$ cat config.mk
export PLATFORM = sky130hd
export DESIGN_NAME = enc_lane_scheduler
export DESIGN_NICKNAME = d
export VERILOG_FILES = /design/src/rtl/enc_sched_pkg.sv /design/src/rtl/enc_sched_arb.sv /design/src/rtl/enc_lane_scheduler.sv
export SDC_FILE = /design/constraint.sdc
export NUM_CORES = 1
export LEC_CHECK = 0
export BUFFER_PORTS_ARGS = -buffer_cell sky130_fd_sc_hd__buf_2
export CELL_PAD_IN_SITES_DETAIL_PLACEMENT = 1
export CELL_PAD_IN_SITES_GLOBAL_PLACEMENT = 1
export CORE_UTILIZATION = 31
export CTS_CLUSTER_SIZE = 16
export DETAILED_ROUTE_END_ITERATION = 10
export PLACE_DENSITY_LB_ADDON = 0.08
export SKIP_LAST_GASP = 1
export SLEW_MARGIN = 40
export SYNTH_ARGS = -nofsm -noshare
export SYNTH_HDL_FRONTEND = slang
export SYNTH_SLANG_ARGS = --single-unit
$ cat constraint.sdc
create_clock -name enc_clk -period 1.7 [get_ports enc_clk]
set_input_delay 0.34 -clock enc_clk [delete_from_list [all_inputs] [get_ports enc_clk]]
set_output_delay 0.34 -clock enc_clk [all_outputs]
set_load 0.005 [all_outputs]
$ cat src/rtl/enc_sched_pkg.sv
// Shared types, codes and block-length helper for the encoder lane scheduler.
package enc_sched_pkg;

    localparam int unsigned BYTE_W  = 8;
    localparam int unsigned DSEL_W  = 4;
    localparam int unsigned IDX_W   = 4;
    localparam int unsigned LEN_W   = 5;
    localparam int unsigned BURST_W = 4;
    localparam int unsigned STAT_W  = 16;

    typedef enum logic [1:0] {
        ST_IDLE   = 2'd0,
        ST_OS_BLK = 2'd1,
        ST_TL_BLK = 2'd2
    } sched_state_e;

    localparam logic [DSEL_W-1:0] D_SEL_TL   = 4'd8;
    localparam logic [DSEL_W-1:0] D_SEL_IDLE = 4'd9;

    localparam logic [1:0] GEN_SPEED_GEN4 = 2'd0;
    localparam logic [1:0] GEN_SPEED_GEN3 = 2'd1;
    localparam logic [1:0] GEN_SPEED_GEN2 = 2'd2;
    localparam logic [1:0] GEN_SPEED_RSVD = 2'd3;

    // One byte per lane, as handed to the encoder.
    typedef struct packed {
        logic [BYTE_W-1:0] lane_1;
        logic [BYTE_W-1:0] lane_0;
    } lane_pair_t;

    // Bytes per symbol block for a gen_speed code; 0 for the reserved code.
    function automatic logic [LEN_W-1:0] blk_len(input logic [1:0] gen_speed);
        case (gen_speed)
            GEN_SPEED_GEN4: blk_len = 5'd1;
            GEN_SPEED_GEN3: blk_len = 5'd16;
            GEN_SPEED_GEN2: blk_len = 5'd8;
            default:        blk_len = 5'd0;
        endcase
    endfunction

endpackage

$ cat src/rtl/enc_sched_arb.sv
// Block-boundary arbiter: ordered sets win unless their burst limit is reached
// while transport is waiting.
module enc_sched_arb
    import enc_sched_pkg::*;
#(
    parameter int unsigned OS_BURST_MAX = 4
)(
    input  logic clk,
    input  logic rst_n,
    input  logic i_enable,
    input  logic i_boundary,
    input  logic i_gen_ok,
    input  logic i_os_valid,
    input  logic i_tl_valid,
    output logic o_grant_os_c,
    output logic o_grant_tl_c
);

    localparam logic [BURST_W-1:0] BURST_LIM = BURST_W'(OS_BURST_MAX);

    logic [BURST_W-1:0] r_burst_cnt;
    logic               w_limit;

    assign w_limit = (r_burst_cnt == BURST_LIM);

    // Combinational grant, only meaningful on an enabled block boundary.
    always_comb begin
        o_grant_os_c = 1'b0;
        o_grant_tl_c = 1'b0;
        if (i_enable && i_boundary && i_gen_ok) begin
            if (i_os_valid && !(w_limit && i_tl_valid)) begin
                o_grant_os_c = 1'b1;
            end else if (i_tl_valid) begin
                o_grant_tl_c = 1'b1;
            end
        end
    end

    // Consecutive ordered-set grant counter, saturating at the limit.
    always_ff @(posedge clk or negedge rst_n) begin
        if (!rst_n) begin
            r_burst_cnt <= '0;
        end else if (!i_enable) begin
            r_burst_cnt <= '0;
        end else if (i_boundary) begin
            if (o_grant_os_c) begin
                if (!w_limit) begin
                    r_burst_cnt <= r_burst_cnt + BURST_W'(1);
                end
            end else if (o_grant_tl_c) begin
                r_burst_cnt <= '0;
            end else if (!i_tl_valid) begin
                r_burst_cnt <= '0;
            end
        end
    end

endmodule

$ cat src/rtl/enc_lane_scheduler.sv
// Two-lane byte scheduler in front of the encoder: owns whole symbol blocks,
// holds d_sel per block and pads underruns. Optional counters: ENC_SCHED_STATS_EN.
module enc_lane_scheduler
    import enc_sched_pkg::*;
#(
    parameter int unsigned OS_BURST_MAX = 4,
    parameter logic [7:0]  PAD_BYTE     = 8'h00
)(
    input  logic        enc_clk,
    input  logic        rst,
    input  logic        enable,
    input  logic [1:0]  gen_speed,
    input  logic        os_valid,
    output logic        os_ready,
    input  logic [3:0]  os_type,
    input  logic [7:0]  os_lane_0,
    input  logic [7:0]  os_lane_1,
    input  logic        tl_valid,
    output logic        tl_ready,
    input  logic [7:0]  tl_lane_0,
    input  logic [7:0]  tl_lane_1,
    output logic [7:0]  lane_0_tx,
    output logic [7:0]  lane_1_tx,
    output logic [3:0]  d_sel,
    output logic        enc_en,
    output logic        blk_first
`ifdef ENC_SCHED_STATS_EN
    ,
    output logic [15:0] underrun_cnt,
    output logic [15:0] os_blk_cnt
`endif
);

    sched_state_e      r_state, w_state_nxt;
    logic [IDX_W-1:0]  r_idx, w_idx_nxt;
    logic [LEN_W-1:0]  r_len, w_len_nxt;
    lane_pair_t        r_lanes, w_lanes_nxt;
    logic [DSEL_W-1:0] r_d_sel, w_d_sel_nxt;
    logic              r_enc_en, w_enc_en_nxt;
    logic              r_blk_first, w_blk_first_nxt;

    logic              w_boundary, w_last, w_gen_ok, w_pad;
    logic              w_grant_os, w_grant_tl;
    logic              w_os_ready, w_tl_ready;
    logic [LEN_W-1:0]  w_len_new;
    lane_pair_t        w_os_bytes, w_tl_bytes, w_pad_bytes;

    assign w_boundary  = (r_idx == '0);
    assign w_len_new   = blk_len(gen_speed);
    assign w_gen_ok    = (gen_speed != GEN_SPEED_RSVD);
    assign w_last      = (LEN_W'(r_idx) == (r_len - LEN_W'(1)));
    assign w_os_bytes  = {os_lane_1, os_lane_0};
    assign w_tl_bytes  = {tl_lane_1, tl_lane_0};
    assign w_pad_bytes = {PAD_BYTE, PAD_BYTE};

    // Owner has nothing to give mid-block: a pad byte keeps the block length.
    assign w_pad = enable && !w_boundary &&
                   (((r_state == ST_OS_BLK) && !os_valid) ||
                    ((r_state == ST_TL_BLK) && !tl_valid));

    enc_sched_arb #(
        .OS_BURST_MAX (OS_BURST_MAX)
    ) u_arb (
        .clk          (enc_clk),
        .rst_n        (rst),
        .i_enable     (enable),
        .i_boundary   (w_boundary),
        .i_gen_ok     (w_gen_ok),
        .i_os_valid   (os_valid),
        .i_tl_valid   (tl_valid),
        .o_grant_os_c (w_grant_os),
        .o_grant_tl_c (w_grant_tl)
    );

    // Next state, block index and next output bytes; readys are combinational.
    always_comb begin
        w_state_nxt     = r_state;
        w_idx_nxt       = r_idx;
        w_len_nxt       = r_len;
        w_lanes_nxt     = r_lanes;
        w_d_sel_nxt     = r_d_sel;
        w_enc_en_nxt    = r_enc_en;
        w_blk_first_nxt = 1'b0;
        w_os_ready      = 1'b0;
        w_tl_ready      = 1'b0;

        if (!enable) begin
            w_state_nxt  = ST_IDLE;
            w_idx_nxt    = '0;
            w_lanes_nxt  = '0;
            w_d_sel_nxt  = D_SEL_IDLE;
            w_enc_en_nxt = 1'b0;
        end else if (w_boundary) begin
            w_os_ready   = w_grant_os;
            w_tl_ready   = w_grant_tl;
            w_enc_en_nxt = 1'b1;
            if (w_grant_os || w_grant_tl) begin
                w_state_nxt     = w_grant_os ? ST_OS_BLK : ST_TL_BLK;
                w_len_nxt       = w_len_new;
                w_idx_nxt       = (w_len_new == LEN_W'(1)) ? '0 : IDX_W'(1);
                w_lanes_nxt     = w_grant_os ? w_os_bytes : w_tl_bytes;
                w_d_sel_nxt     = w_grant_os ? os_type : D_SEL_TL;
                w_blk_first_nxt = 1'b1;
            end else begin
                w_state_nxt = ST_IDLE;
                w_idx_nxt   = '0;
                w_lanes_nxt = '0;
                w_d_sel_nxt = D_SEL_IDLE;
            end
        end else begin
            w_enc_en_nxt = 1'b1;
            w_idx_nxt    = w_last ? '0 : (r_idx + IDX_W'(1));
            case (r_state)
                ST_OS_BLK: begin
                    w_os_ready  = 1'b1;
                    w_lanes_nxt = w_pad ? w_pad_bytes : w_os_bytes;
                end
                ST_TL_BLK: begin
                    w_tl_ready  = 1'b1;
                    w_lanes_nxt = w_pad ? w_pad_bytes : w_tl_bytes;
                end
                default: begin
                    w_state_nxt = ST_IDLE;
                    w_idx_nxt   = '0;
                    w_lanes_nxt = '0;
                    w_d_sel_nxt = D_SEL_IDLE;
                end
            endcase
        end
    end

    assign os_ready = w_os_ready & rst;
    assign tl_ready = w_tl_ready & rst;

    // State and registered encoder-facing outputs.
    always_ff @(posedge enc_clk or negedge rst) begin
        if (!rst) begin
            r_state     <= ST_IDLE;
            r_idx       <= '0;
            r_len       <= '0;
            r_lanes     <= '0;
            r_d_sel     <= D_SEL_IDLE;
            r_enc_en    <= 1'b0;
            r_blk_first <= 1'b0;
        end else begin
            r_state     <= w_state_nxt;
            r_idx       <= w_idx_nxt;
            r_len       <= w_len_nxt;
            r_lanes     <= w_lanes_nxt;
            r_d_sel     <= w_d_sel_nxt;
            r_enc_en    <= w_enc_en_nxt;
            r_blk_first <= w_blk_first_nxt;
        end
    end

    assign lane_0_tx = r_lanes.lane_0;
    assign lane_1_tx = r_lanes.lane_1;
    assign d_sel     = r_d_sel;
    assign enc_en    = r_enc_en;
    assign blk_first = r_blk_first;

`ifdef ENC_SCHED_STATS_EN
    logic [STAT_W-1:0] r_underrun_cnt;
    logic [STAT_W-1:0] r_os_blk_cnt;

    // Pad-byte counter (saturating, cleared while disabled) and OS grant counter.
    always_ff @(posedge enc_clk or negedge rst) begin
        if (!rst) begin
            r_underrun_cnt <= '0;
            r_os_blk_cnt   <= '0;
        end else begin
            if (!enable) begin
                r_underrun_cnt <= '0;
            end else if (w_pad && (r_underrun_cnt != '1)) begin
                r_underrun_cnt <= r_underrun_cnt + STAT_W'(1);
            end
            if (w_grant_os) begin
                r_os_blk_cnt <= r_os_blk_cnt + STAT_W'(1);
            end
        end
    end

    assign underrun_cnt = r_underrun_cnt;
    assign os_blk_cnt   = r_os_blk_cnt;
`endif

endmodule

======== Yosys cells after proc, flatten, opt, wreduce, memory -nomap -nowiden ========
Index checks and enable logic that the tools add are counted.
storage, ports and cells
  bits in registers ....................... 37
  output and inout bits ................... 24
  logic and storage cells ................. 90
operators by class
  $add $sub $neg .......................... 3
  eq/ne operators ......................... 12
  mux-type cells .......................... 45
  bitwise gates (word level) .............. 2
  reduce and logical (&&, ||, !) cells .... 19
operators with widths
  operator                                          count
  2-to-1 mux 16 bit                                 6
  2-to-1 mux 4 bit                                  15
  case mux 16 bit (2 select lines)                  1
  2-to-1 mux 1 bit                                  17
  case mux 5 bit (3 select lines)                   1
  2-to-1 mux 2 bit                                  5
  adder 4 x 1 -> 4 bit, second input constant       2
  logical AND 1 bit                                 8
  AND reduction 3 bit                               2
  == test 4 x 5 -> 1 bit                            1
  == test 5 x 1 -> 1 bit, second input constant     1
  subtractor 5 x 1 -> 5 bit, second input constant  1
  == test 2 x 1 -> 1 bit, second input constant     2
  == test 2 bit, second input constant              2
  == test 4 x 3 -> 1 bit, second input constant     1
  zero test 1 bit                                   4
  zero test 4 bit                                   1
  != test 4 x 2 -> 1 bit, second input constant     1
  != test 3 x 2 -> 1 bit, second input constant     1
  != test 3 bit, second input constant              1
  AND 1 bit                                         2
  zero test 2 bit                                   1
  logical OR 1 bit                                  2
  != test 2 x 1 -> 1 bit, second input constant     1
  other kinds (2)                                   2

======== Longest topological paths before layout ========
  depth after elaboration ................. 10
  depth in mapped cells ................... 7

======== Modules after synthesis ========
Synthesis repeated with hierarchy kept, for this count alone.
second synthesis, totals
  cells, all modules ...................... 144
  area total of the unflattened synthesis .. 1662.8 sq um
by module, submodules not included
  module              instances  cells an instance  area an instance (sq um)
  enc_lane_scheduler  1          115                1383.8
  enc_sched_arb       1          29                 279.0

======== Worst setup path before layout ========
Ideal clock, no wire load.
  path kind ............................... register to register
  start ................................... reg r_idx[0]
  end ..................................... reg r_lanes (netlist bit lane_0_tx[5])
  library setup time ...................... 121 ps
  data arrival time ....................... 1630 ps
  data required time ...................... 1579 ps
  slack ................................... -51 ps
  stages on the path, launching flop included .. 8
  buffers on the path ..................... 1
  cells stage by stage .................... dfrtp_1 > inv_1 > ha_1 > nor3b_4 > nor3b_2 > a32o_2 > buf_6 > a22o_1
RTL lines
  what                      line                       RTL
  start: declaration        enc_lane_scheduler.sv:35   logic [IDX_W-1:0] r_idx, w_idx_nxt;
  start signal: assignment  enc_lane_scheduler.sv:147  r_idx <= w_idx_nxt;
  end signal: assignment    enc_lane_scheduler.sv:149  r_lanes <= w_lanes_nxt;
  end: declaration          enc_lane_scheduler.sv:37   lane_pair_t r_lanes, w_lanes_nxt;

======== Worst setup path in the final report ========
  start ................................... reg r_idx[0]
  end ..................................... out tl_ready
on the way
  longest elaborated chain between the ends .. 7
ends and longest elaborated chain
  what                             line                       RTL
  zero test 4 bit *                enc_lane_scheduler.sv:48   assign w_boundary = (r_idx == '0);
  logical AND 1 bit (2 in series)  enc_sched_arb.sv:30        if (i_enable && i_boundary && i_gen_ok) begin
  2-to-1 mux 1 bit                 enc_sched_arb.sv:30
  2-to-1 mux 1 bit *               enc_lane_scheduler.sv:93   end else if (w_boundary) begin
  2-to-1 mux 1 bit *               enc_lane_scheduler.sv:87   if (!enable) begin
  AND 1 bit *                      enc_lane_scheduler.sv:133  assign tl_ready = w_tl_ready & rst;
  end: declaration                 enc_lane_scheduler.sv:19   output logic tl_ready,
Every way passes the cells marked *; elsewhere a longest branch is shown, timed or not.

==> impl_metrics.toml <==
[run_status]
status = "finished, violations left"
violations = "negative setup slack"

[power]
max-vdd-ir-drop_mv = 0.3383
p_int_uw = 1544
pwr-share-comb_pct = 17.7
sw_frac_of_total_pct = 24.60
finalPower_uw = 2048
seqPwrFrac_pct = 44.0
switchingPower_uw = 503.9
pwr-share-clk_pct = 38.3
p_leak_uw = 0.001343
p_per_area_mw_per_mm2 = 804.4

[floorplanning]
initial_utilization_pct = 32.21
coreArea_sq_mm = 0.005107
ioPinCount = 67
die_w_microns = 74.85
die_area_sq_mm = 0.005603
rows = 26
die_y_microns = 74.85

[sta]
finalCritPeriodShare_pct = 120.6
drv_slew = 0
finalSetupViolations = 22
layout_setup_ws_ns = -0.3503
rsz0062_at_grt = "true"
worstMarginPinSlew_ns = 0.5410
slew_headroom_pct = 63.77
finalClockSkew_ns = 0.002599
tns_ns = -4.002
hold_viol = 0
finalCriticalPeriod_ns = 2.050
max_freq_mhz = 487.7

[critical_path]
rr_endpoint = "lane_1_tx[5]"
arrival_ns = 1.71
cp_max_fo = 2
start_kind = "flip-flop"
required_ns = 1.36
r2r-start = "r_idx[1]"
endpoint_kind = "output port"
r2r_slack_ns = -0.21
worstRegToRegCells = 9
crit_type = "reg2out"

[synthesis]
seq_area_frac_synth_pct = 53.38
async_flop_share_pct = 100.0
syn_area_sq_mm = 0.001645
syn_inst = 140
yosys_warnings = 0
synth_nets = 190
ys.flop_type = "dfrtp_1"
yosysUniqueCellTypes = 38
syn_avg_cell_area_sq_um = 11.75
synth_seq_cells = 35
synth_edf_count = 0

[clock_network]
insertion_delay_ns = 0.29
cts_buffer_depth = 2
cts.clk_slew.worst_paths_ns = 0.07
cts-root-buf = "clkbuf_8"
numCtsBuffers = 5
htree_levels = 2
postCtsHoldBufs = 0
cts_sinks = 35
cts_tree = "built"

[final_layout]
post-route-util_pct = 49.85
final_common_cell = "buf_2"
final_cells = 316
layout_common_cells = "66 x buf_2, 33 x dfrtp_1, 26 x buf_4, 18 x a22o_1, 9 x nor2_1"
drive_above_1_share_pct = 54.07
nets = 295
n_antenna_cell = 0
nFillCells = 587
syn_to_final_growth_pct = 54.75

[placement]
dp_hpwl_microns = 3545
place_inst = 294
io_buffers = 66
gp_congestion = 0.7548
place_ws_ns = -0.1759

[routing]
routed_wl_microns = 5091
vias = 1565
drc = 0
ant_nets = 0
drt-pass1-iter-count = 4
avgRoutedWirePerCell_microns = 16.11
drtIter0Drc = 66
vias_per_cell = 4.953

[grt]
grt_pass1_vias = 1625
grt_pass1_wl_microns = 7852
grt_antenna_before_repair = 0
grt.overflow.total = 0
grt_max_degree = 24
grt_use_total_pct = 19.62

[worst_hold_path]
min_path_type = "in2async"

[flow_run]
max_cap_viol_count = 0
==> cell families after synthesis <==
kind of cell,after synthesis,synth area share [%]
AOI/OAI and AO/OA,37,18.10
buffers and inverters,13,3.878
DFF,35,53.38
adders and majority gates,7,5.323
and+or+nand+nor,39,14.07
xor gates and xnor gates,5,2.662
muxes,4,2.586
==> Yosys cell counts, types with 3 or more instances <==
library cell	n	share of area [%]
o2bb2ai_1	3	1.6
a22o_1	18	9.6
o21ai_0	4	1.2
nand2_1	8	1.8
ha_1	7	5.3
and3_1	4	1.5
inv_1	11	2.5
nor2_1	9	2.1
dfrtp_1	33	50
nand3_1	5	1.5
xor2_1	3	1.6
==> worst max-delay path by stage <==
stage | from | endpoint | slack [ns] | depth (start not counted)
6_report | r_idx[0] | tl_ready | -0.35 | 6
2_1_floorplan | r_idx[0] | lane_0_tx[5] | -0.04 | 7
5_1_grt | r_idx[0] | tl_ready | -0.43 | 6
4_1_cts | r_idx[1] | tl_ready | -0.38 | 6
3_3_place_gp | r_state[0] | lane_1_tx[6] | -0.05 | 5
3_5_place_dp | r_state[0] | lane_1_tx[5] | -0.18 | 5
==> what timing repair did <==
action                     in CTS  in global routing
setup buffers                   4                  9
cloned                          2                  0
setup endpoints to repair      22                 33
hold endpoints to repair        0                  0
resized for setup              10                 24
pin swaps                       7                 14
==> power groups by stage <==
stage	Clock [uW]	Combinational, uW	Sequential (uW)
floorplan	0	129	919
global route	841	400	908
detailed placement	0	302	917
CTS	804	326	901
finish	784	362	902
global placement	0	288	914
==> worst max-delay path: stages (launching register included) <==
cell and delay [ns]:
dfrtp_1 0.39, inv_2 0.07, ha_4 0.13, or3b_4 0.39, and3_4 0.16, o21a_1 0.16, buf_2 0.12
==> registers in the layout, summed over array words and instances, names as in the netlist <==
| register | cells |
|---|---|
| blk_first | 1 |
| d_sel | 4 |
| enc_en | 1 |
| lane_0_tx | 8 |
| lane_1_tx | 8 |
| r_idx | 4 |
| r_len | 3 |
| r_state | 2 |
| u_arb.r_burst_cnt | 4 |
==> metrics by stage <==
stage          hold WS, ns  instance area, sq um
6_report           0.04348                  2546
5_1_grt            0.04681                  2546
4_1_cts            0.03629                  2399
3_5_place_dp        0.3572                  2191
3_3_place_gp        0.3522                  2191
2_1_floorplan      0.04441                  1645
==> per-layer routing <==
layer  GRT usage (%)  vias up  wire length (microns)
li1                -      725                      -
met1           23.44      788                   2130
met2           33.53       50                   2679
met3           5.489        2                    258
met4           7.547        0                     22
met5               0        -                      0
==> final cells by class <==
type                       instances  area [sq um]  share of cell area, %
multi-input combinational         94         828.3                  32.53
clock buffer                       6         82.58                  3.243
inverter                          11         41.29                  1.622
timing repair buffer              98         593.1                  23.29
tap                               70         87.58                  3.440
sequential                        35         878.3                  34.50
clock inverter                     2         35.03                  1.376
Power figures use the tool's default switching activity.
